===== src/rtl/kaiser_mem_pkg.sv =====
// Shared address map, select decode and reset constants for the data-memory responder.
package kaiser_mem_pkg;

  localparam int SEL_BIT = 8;
  localparam int IO_W    = 10;

  localparam logic [8:0] ADDR_SW   = 9'h100;
  localparam logic [8:0] ADDR_LED  = 9'h101;
  localparam logic [8:0] ADDR_TCNT = 9'h102;
  localparam logic [8:0] ADDR_TCMP = 9'h103;
  localparam logic [8:0] ADDR_STAT = 9'h104;

  localparam logic [15:0] TCMP_RST = 16'hFFFF;

  typedef enum logic [2:0] {
    SEL_RAM,
    SEL_SW,
    SEL_LED,
    SEL_TCNT,
    SEL_TCMP,
    SEL_STAT,
    SEL_NONE
  } mem_sel_e;

  function automatic mem_sel_e decode_addr(input logic [8:0] a);
    if (!a[SEL_BIT]) return SEL_RAM;
    case (a)
      ADDR_SW:   return SEL_SW;
      ADDR_LED:  return SEL_LED;
      ADDR_TCNT: return SEL_TCNT;
      ADDR_TCMP: return SEL_TCMP;
      ADDR_STAT: return SEL_STAT;
      default:   return SEL_NONE;
    endcase
  endfunction

endpackage


===== src/rtl/mmio_timer.sv =====
// Prescaled free-running counter with a compare register and a sticky match flag.
module mmio_timer
  import kaiser_mem_pkg::*;
#(
  parameter int W         = 16,
  parameter int TIMER_DIV = 50
) (
  input  logic         clk,
  input  logic         rst,
  input  logic         tcnt_wr_i,
  input  logic         tcmp_wr_i,
  input  logic         stat_clr_i,
  input  logic [W-1:0] wdata_i,
  output logic [W-1:0] tcnt_o,
  output logic [W-1:0] tcmp_o,
  output logic         match_o,
  output logic         match_d_o
);

  localparam int PW = (TIMER_DIV > 1) ? $clog2(TIMER_DIV) : 1;
  localparam logic [PW-1:0] PRESC_TC = PW'(TIMER_DIV - 1);

  logic [PW-1:0] presc_q, presc_d;
  logic [W-1:0]  tcnt_q, tcnt_d, tcnt_inc;
  logic [W-1:0]  tcmp_q, tcmp_d;
  logic          match_q, match_d;
  logic          tick, hit;

  // A count write suppresses both the increment and the compare; a new match beats a clear.
  always_comb begin
    tick     = (presc_q == PRESC_TC);
    presc_d  = tick ? '0 : presc_q + 1'b1;
    tcnt_inc = tcnt_q + 1'b1;
    hit      = tick & ~tcnt_wr_i & (tcnt_inc == tcmp_q);
    tcnt_d   = tcnt_wr_i ? '0 : (tick ? tcnt_inc : tcnt_q);
    tcmp_d   = tcmp_wr_i ? wdata_i : tcmp_q;
    match_d  = hit | (match_q & ~stat_clr_i);
  end

  always_ff @(posedge clk) begin
    if (rst) begin
      presc_q <= '0;
      tcnt_q  <= '0;
      tcmp_q  <= W'(TCMP_RST);
      match_q <= 1'b0;
    end else begin
      presc_q <= presc_d;
      tcnt_q  <= tcnt_d;
      tcmp_q  <= tcmp_d;
      match_q <= match_d;
    end
  end

  assign tcnt_o    = tcnt_q;
  assign tcmp_o    = tcmp_q;
  assign match_o   = match_q;
  assign match_d_o = match_d;

endmodule


===== src/rtl/data_mem_responder.sv =====
// Data-memory slave: 256-word RAM plus switch/LED/timer MMIO, registered read data one cycle after address.
module data_mem_responder
  import kaiser_mem_pkg::*;
#(
  parameter int    DATA_W    = 16,
  parameter int    ADDR_W    = 9,
  parameter int    RAM_WORDS = 256,
  parameter int    TIMER_DIV = 50,
  parameter string INIT_FILE = ""
) (
  input  logic              clk,
  input  logic              rst,
  input  logic [ADDR_W-1:0] addr_mem,
  input  logic [DATA_W-1:0] wdata_mem,
  input  logic              write_mem,
  output logic [DATA_W-1:0] rdata_mem,
  input  logic [IO_W-1:0]   sw_in,
  output logic [IO_W-1:0]   led_out,
  output logic              tmr_match
);

  localparam int RAM_AW = $clog2(RAM_WORDS);

  logic [DATA_W-1:0] ram_q [RAM_WORDS];
  logic [RAM_AW-1:0] ram_idx;
  mem_sel_e          sel;
  logic              ram_we, led_we, tcnt_wr, tcmp_wr, stat_clr;
  logic [IO_W-1:0]   led_q, led_d;
  logic [IO_W-1:0]   sw_meta_q, sw_sync_q;
  logic [DATA_W-1:0] rdata_q, rdata_d;
  logic [DATA_W-1:0] tcnt, tcmp;
  logic              match, match_next;

  // Stores are gated by rst so a store presented during reset never lands.
  always_comb begin
    sel      = decode_addr(addr_mem);
    ram_idx  = addr_mem[RAM_AW-1:0];
    ram_we   = write_mem & ~rst & (sel == SEL_RAM);
    led_we   = write_mem & (sel == SEL_LED);
    tcnt_wr  = write_mem & (sel == SEL_TCNT);
    tcmp_wr  = write_mem & (sel == SEL_TCMP);
    stat_clr = write_mem & (sel == SEL_STAT) & wdata_mem[0];
    led_d    = led_we ? wdata_mem[IO_W-1:0] : led_q;
  end

  always_ff @(posedge clk) begin
    if (ram_we) ram_q[ram_idx] <= wdata_mem;
  end

  mmio_timer #(
    .W         (DATA_W),
    .TIMER_DIV (TIMER_DIV)
  ) u_timer (
    .clk        (clk),
    .rst        (rst),
    .tcnt_wr_i  (tcnt_wr),
    .tcmp_wr_i  (tcmp_wr),
    .stat_clr_i (stat_clr),
    .wdata_i    (wdata_mem),
    .tcnt_o     (tcnt),
    .tcmp_o     (tcmp),
    .match_o    (match),
    .match_d_o  (match_next)
  );

  // Write-first read mux: a store to the addressed location returns the value being written.
  always_comb begin
    rdata_d = '0;
    case (sel)
      SEL_RAM:  rdata_d = write_mem ? wdata_mem : ram_q[ram_idx];
      SEL_SW:   rdata_d = {{(DATA_W-IO_W){1'b0}}, sw_sync_q};
      SEL_LED:  rdata_d = {{(DATA_W-IO_W){1'b0}}, led_d};
      SEL_TCNT: rdata_d = tcnt_wr ? '0 : tcnt;
      SEL_TCMP: rdata_d = tcmp_wr ? wdata_mem : tcmp;
      SEL_STAT: rdata_d = {{(DATA_W-1){1'b0}}, (write_mem ? match_next : match)};
      default:  rdata_d = '0;
    endcase
  end

  always_ff @(posedge clk) begin
    if (rst) begin
      rdata_q   <= '0;
      led_q     <= '0;
      sw_meta_q <= '0;
      sw_sync_q <= '0;
    end else begin
      rdata_q   <= rdata_d;
      led_q     <= led_d;
      sw_meta_q <= sw_in;
      sw_sync_q <= sw_meta_q;
    end
  end

  assign rdata_mem = rdata_q;
  assign led_out   = led_q;
  assign tmr_match = match;

endmodule

===== config.mk =====
export PLATFORM = sky130hd
export DESIGN_NAME = data_mem_responder
export DESIGN_NICKNAME = d
export VERILOG_FILES = /design/src/rtl/kaiser_mem_pkg.sv /design/src/rtl/mmio_timer.sv /design/src/rtl/data_mem_responder.sv
export SDC_FILE = /design/constraint.sdc
export NUM_CORES = 2
export LEC_CHECK = 0
export CAP_MARGIN = 20
export CORE_AREA = 2 2 603 605
export CTS_CLUSTER_DIAMETER = 200
export DETAILED_ROUTE_END_ITERATION = 7
export DIE_AREA = 0 0 605 607
export GPL_ROUTABILITY_DRIVEN = 0
export SLEW_MARGIN = 20
export SYNTH_ARGS = -nofsm -noshare
export SYNTH_HDL_FRONTEND = slang
export SYNTH_SLANG_ARGS = --single-unit
export TNS_END_PERCENT = 30

===== constraint.sdc =====
create_clock -name clk -period 4.1 [get_ports clk]
set_input_delay 0.615 -clock clk [delete_from_list [all_inputs] [get_ports clk]]
set_output_delay 0.615 -clock clk [all_outputs]
set_load 0.02 [all_outputs]

After elaboration in Yosys (flattened, before gate mapping)
Memories as Yosys holds them, arrays and structs flattened.
Cells that the tools add are included.
{ "classes": {"bitwise_logic": 14, "n_eq_ne": 12, "add_sub_neg": 2, "reduce_logical": 3, "muxes": 10} }
{ "op_table": {"columns": ["op", "n"], "rows": [
  ["16-bit one-hot mux with 6 select lines", 1],
  ["16-bit 2-to-1 mux", 3],
  ["9-bit equality test (second input constant)", 5],
  ["16-bit by 1-bit adder with 16-bit output (second input constant)", 1],
  ["16-bit equality test", 1],
  ["3-bit one-hot mux with 5 select lines", 1],
  ["1-bit bitwise AND", 10],
  ["10-bit 2-to-1 mux", 1],
  ["6-bit by 1-bit adder with 6-bit output (second input constant)", 1],
  ["3-bit by 2-bit equality test with 1-bit output (second input constant)", 2],
  ["3-bit equality test (second input constant)", 2],
  ["6-bit equality test (second input constant)", 1],
  ["2-bit OR reduction", 2],
  ["3-bit by 1-bit equality test with 1-bit output (second input constant)", 1],
  ["3-bit logical NOT", 1],
  ["1-bit 2-to-1 mux", 3],
  ["3-bit 2-to-1 mux", 1],
  ["1-bit NOT", 3],
  ["1-bit bitwise OR", 1]
]} }
{ "word_totals": {"ram_bits": 4096, "regBits": 85, "memories": 1, "output_inout_bits": 27} }
{ "memory_table": {"columns": ["name", "depth", "word_bits", "rd", "rd_clocked_by_memory_dff", "wr", "line_no", "rtl"], "rows": [
  ["ram_q", 256, 16, 1, 0, 1, "data_mem_responder.sv:24", "logic [DATA_W-1:0] ram_q [RAM_WORDS];"]
]} }

Depth between registers and ports, before layout
{ "depth": {"depth_word": 11, "ltp_mapped": 14} }

By module
Synthesis repeated with hierarchy kept, for this count alone.
{ "hier_totals": {"hier_cells": 6809, "area_unflattened_um2": 160586.5} }
{ "by_module_without_submodules": {"columns": ["mod", "instances", "seq_area_each_um2", "area_each_um2", "cells_each"], "rows": [
  ["data_mem_responder", 1, 123918.8, 158440.7, 6568],
  ["mmio_timer", 1, 780.7, 2145.8, 241]
]} }

Least setup slack after synthesis
Ideal clock, no wire load.
{ "synth_path": {"path_type": "in2reg", "startpoint": "in addr_mem[0]", "endpoint": "mem ram_q[199][0] (enable)", "t_required_ns": 3.712, "arrival_time_ns": 3.024, "slack_ns": 0.688, "path_stages": 11, "path_buffers": 9, "setup_ns": 0.388, "path_cell_list": "buf_6 > buf_12 > buf_12 > buf_12 > buf_6 > buf_6 > buf_6 > buf_2 > nand3_1 > clkbuf_1 > nor2_1"} }
{ "synth_between": {"elab_chain_len": 7, "word_cells_on_any_way": 11, "cone_classes": "5 x eq/ne; 4 x mux; 1 x bitwise; 1 x reduce/logical"} }
{ "synth_lines": {"columns": ["item", "line_no", "rtl"], "rows": [
  ["start, declared", "data_mem_responder.sv:13", "input logic [ADDR_W-1:0] addr_mem,"],
  ["9-bit equality test", "kaiser_mem_pkg.sv:27", "case (a)"],
  ["3-bit one-hot mux with 5 select lines", "kaiser_mem_pkg.sv:27", null],
  ["3-bit 2-to-1 mux", "kaiser_mem_pkg.sv:27", null],
  ["3-bit logical NOT", "data_mem_responder.sv:38", "ram_we = write_mem & ~rst & (sel == SEL_RAM);"],
  ["1-bit bitwise AND", "data_mem_responder.sv:38", null],
  ["1-bit 2-to-1 mux", "data_mem_responder.sv:47", "if (ram_we) ram_q[ram_idx] <= wdata_mem;"],
  ["1-bit 2-to-1 mux (implied by the code)", "data_mem_responder.sv:47", null],
  ["end, declared", "data_mem_responder.sv:24", null]
]} }
Several ways; a longest one is shown, not always the timed one.

Final worst setup path
{ "layout_path": {"startpoint": "in addr_mem[0]", "endpoint": "reg rdata_q[0], in the netlist rdata_mem[0]"} }
{ "layout_between": {"elab_chain_len": 11, "word_cells_on_any_way": 31, "cone_classes": "10 x eq/ne; 8 x mux; 11 x bitwise; 1 x reduce/logical; 1 x memory"} }
{ "layout_lines": {"columns": ["item", "line_no", "rtl"], "rows": [
  ["9-bit equality test", "kaiser_mem_pkg.sv:27", null],
  ["3-bit one-hot mux with 5 select lines", "kaiser_mem_pkg.sv:27", null],
  ["3-bit 2-to-1 mux", "kaiser_mem_pkg.sv:27", null],
  ["3-bit by 2-bit equality test with 1-bit output or 3-bit equality test (tied branches)", "data_mem_responder.sv:40, data_mem_responder.sv:69, data_mem_responder.sv:42", null],
  ["1-bit bitwise AND, on equally long branches", "data_mem_responder.sv:40, data_mem_responder.sv:42", null],
  ["1-bit NOT or 1-bit bitwise AND (tied branches)", "mmio_timer.sv:34, data_mem_responder.sv:42", null],
  ["1-bit bitwise AND or 1-bit NOT (tied branches)", "mmio_timer.sv:34, mmio_timer.sv:37", null],
  ["1-bit bitwise AND, on equally long branches", "mmio_timer.sv:34, mmio_timer.sv:37", null],
  ["1-bit bitwise OR", "mmio_timer.sv:37", "match_d = hit | (match_q & ~stat_clr_i);"],
  ["1-bit 2-to-1 mux", "data_mem_responder.sv:75", "SEL_STAT: rdata_d = {{(DATA_W-1){1'b0}}, (write_mem ? match_next : match)};"],
  ["16-bit one-hot mux with 6 select lines (*)", "data_mem_responder.sv:69", "case (sel)"],
  ["end signal, assigned", "data_mem_responder.sv:87", "rdata_q <= rdata_d;"],
  ["end, declared", "data_mem_responder.sv:30", "logic [DATA_W-1:0] rdata_q, rdata_d;"]
]} }
Every way passes the cells marked *; elsewhere a longest branch is shown, timed or not.
A chain may end at the register's enable or synchronous reset.

==> impl_metrics.tcl <==
set metrics [dict create \
    synth-compound-area-share_pct 2.193 \
    grt_antenna_before_repair 31 \
    core_region_area_um2 360900 \
    viasPerCell 6.242 \
    critical_path.top_delay_family "simple AND/OR/NAND/NOR gates" \
    route.detailed.drc 0 \
    synth_top_family_by_area "multiplexers" \
    synthXorXnorAreaFrac_pct 0.2220 \
    p_per_area_nw_per_um2 479.0 \
    hold_path.class "in -> reg" \
    start_kind "input port" \
    port_buffers 64 \
    syn_avg_cell_area_um2 21.85 \
    slew_violations 0 \
    grt_pass1_vias 81210 \
    p_leak_uw 0.05951 \
    grt_max_degree 158 \
    fin_cells 13390 \
    slowest_stage "nor4_2" \
    critPathCaptureType "register" \
    switchingPower_uw 19530 \
    required_ns 4.94 \
    synthAdderAreaFrac_pct 0.02321 \
    hold_viol 0 \
    fmax_mhz 270.8 \
    whs_ns 0.1535 \
    syn_area_um2 161700 \
    ys_ff_latch 4181 \
    post_drt_wl_per_cell_um 36.22 \
    first_pass_iters 7 \
    cp_max_fo 28 \
    cts_made_buffers 421 \
    mostFrequentLayoutCell "edfxtp_1" \
    cp_common_cell "buf_4" \
    vias 83580 \
    seqPwrFrac_pct 52.3 \
    start_util_pct 44.82 \
    place_worst_setup_slack_ns -0.3237 \
    post-route-period-util_pct 90.06 \
    critPathKind "in -> reg" \
    relSlewSlack_pct 16.63 \
    swShare_pct 21.73 \
    post_synth_mux_area_share_pct 16.31 \
    syn_inst 7400 \
    tightest_slew_ns 1.251 \
    ios 65 \
    synth_edf_count 4096 \
    critPathBufInv 3 \
    fin_ws_ns 0.4074 \
    final_util_pct 52.00 \
    htreeDepth 5 \
    path_cells "buf_16, buf_4, and2_4, buf_4, a22oi_1, a31oi_1, o21ai_0, nor4_2, or3_1, o31ai_1" \
    yosysSeqAreaShare_pct 77.11 \
    grt_pass1_wl_um 666200 \
    fin_skew_ns 0.09140 \
    nets 8275 \
    status "completed" \
    areaGrowthSynthToFinish_pct 16.03 \
    ys_async_sr_fraction_pct 0 \
    max-cap-violations 0 \
    grt_use_total_pct 26.24 \
    overflow 0 \
    arrival_ns 4.53 \
    clock_sinks 4181 \
    hpwl_um 304300 \
    comb_power_share_pct 5.3 \
    dieWidth_um 605 \
    ant_nets 0 \
    clk_path_buf_depth 4 \
    clock_power_share_pct 42.4 \
    setup_viol 0 \
    die_area_um2 367200 \
    cts_tree "done" \
    fp.dieH_um 607 \
    fin_setup_tns_ns 0 \
    yosys_most_used_dff "edfxtp_1" \
    rsz0062_at_grt "no" \
    clk_latency_ns 1.00 \
    root_buffer "clkbuf_16" \
    layout_common_cells "edfxtp_1, mux4_2, buf_4" \
    post_cts_buffers 0 \
    routed_wl_um 484900 \
    dp.cells 12600 \
    ys_types 82 \
    cts.repair.resized 0 \
    ir_worst_vdd_v 0.0003807 \
    cts_hold_buf 1 \
    num_rows 221 \
    drive_gt1_share_pct 31.17 \
    synthSimpleGateAreaFrac_pct 2.456 \
    cpPeakStageDelay_ns 0.86 \
    clkSlewWorstSetupHoldPaths_ns 0.06 \
    postSynthNetCount 7441 \
    min_period_ns 3.693 \
    p_int_uw 70350 \
    ys_warn_count 0 \
    drt_iter0_markers 13210 \
]
## worst paths after layout
kind                                startpoint       endpoint  slack, ns  depth (start not counted)
worst min-delay path              wdata_mem[4]  ram_q[162][4]       0.15                          1
worst max register to register  ram_q[181][11]  rdata_mem[11]       1.03                          9
worst min register to register    sw_meta_q[0]   sw_sync_q[0]       0.45                          1
worst max-delay path               addr_mem[0]   rdata_mem[0]       0.41                         10
## cell families after synthesis
logic type / count (synthesis)
buffers and inverters: 436
AOI/OAI and AO/OA: 499
DFF: 4181
muxes: 1362
adders and majority gates: 3
and+or+nand+nor: 878
xor gates and xnor gates: 41
## power by group through the flow
stage,Clock (uW),Sequential [uW],Combinational [uW]
after floorplan,0,47900,2190
final,38100,47000,4750
after global routing,40200,47000,4880
after CTS,38600,47000,4700
after detailed placement,0,47900,4690
after global placement,0,47900,4630
## sequential cells by signal, summed over array words and instances (netlist names)
signal and flops:
u_timer.presc_q 6, led_out 10, sw_meta_q 10, sw_sync_q 10, rdata_mem 16, ram_q 4096
u_timer.tcmp_o 16, u_timer.tcnt_o 16, u_timer.match_o 1
## cell usage after synthesis, drive strengths merged (19+ instances only)
cell    count  area share (%)
a31oi      22           0.085
clkbuf    135            0.31
nor2      351            0.82
nor3       33            0.11
a221oi     38            0.21
mux4     1017              14
o22ai      28            0.11
nor2b      36            0.14
xnor2      19            0.10
buf       295             1.4
mux2i     328             2.0
xor2       22            0.12
dfxtp      85             1.1
o21ai      70            0.22
nand3b     19           0.088
nand3      82            0.25
and2       21           0.081
edfxtp   4096              76
nand4      39            0.15
a22oi     151            0.70
a211oi     23            0.11
a21oi      60            0.19
nand2     236            0.55
## through the flow
stage	instance area, um^2	power, uW
after floorplan	161700	50060
after global placement	174000	52510
after detailed placement	174000	52580
after CTS	187600	90270
after global routing	187600	92020
final	187700	89880
## layer usage
layer | global-route usage [%] | vias up | wire length [um]
met4 | 10.82 | 10 | 23060
met5 | 0 | - | 59
li1 | - | 32840 | -
met1 | 37.15 | 44910 | 191000
met3 | 6.023 | 855 | 51900
met2 | 39.51 | 4970 | 218900
## layout make-up
| cell class | count | area (um^2) |
|---|---|---|
| Sequential cell | 4181 | 124700 |
| Timing Repair Buffer | 841 | 8351 |
| Fill cell | 27880 | 173200 |
| Antenna cell | 11 | 27.53 |
| Clock buffer | 505 | 10960 |
| Inverter | 6 | 30.03 |
| Clock inverter | 269 | 2654 |
| Tap cell | 4794 | 5998 |
| Multi-Input combinational cell | 2783 | 34930 |
No activity file was read; power rests on OpenSTA's default activity.
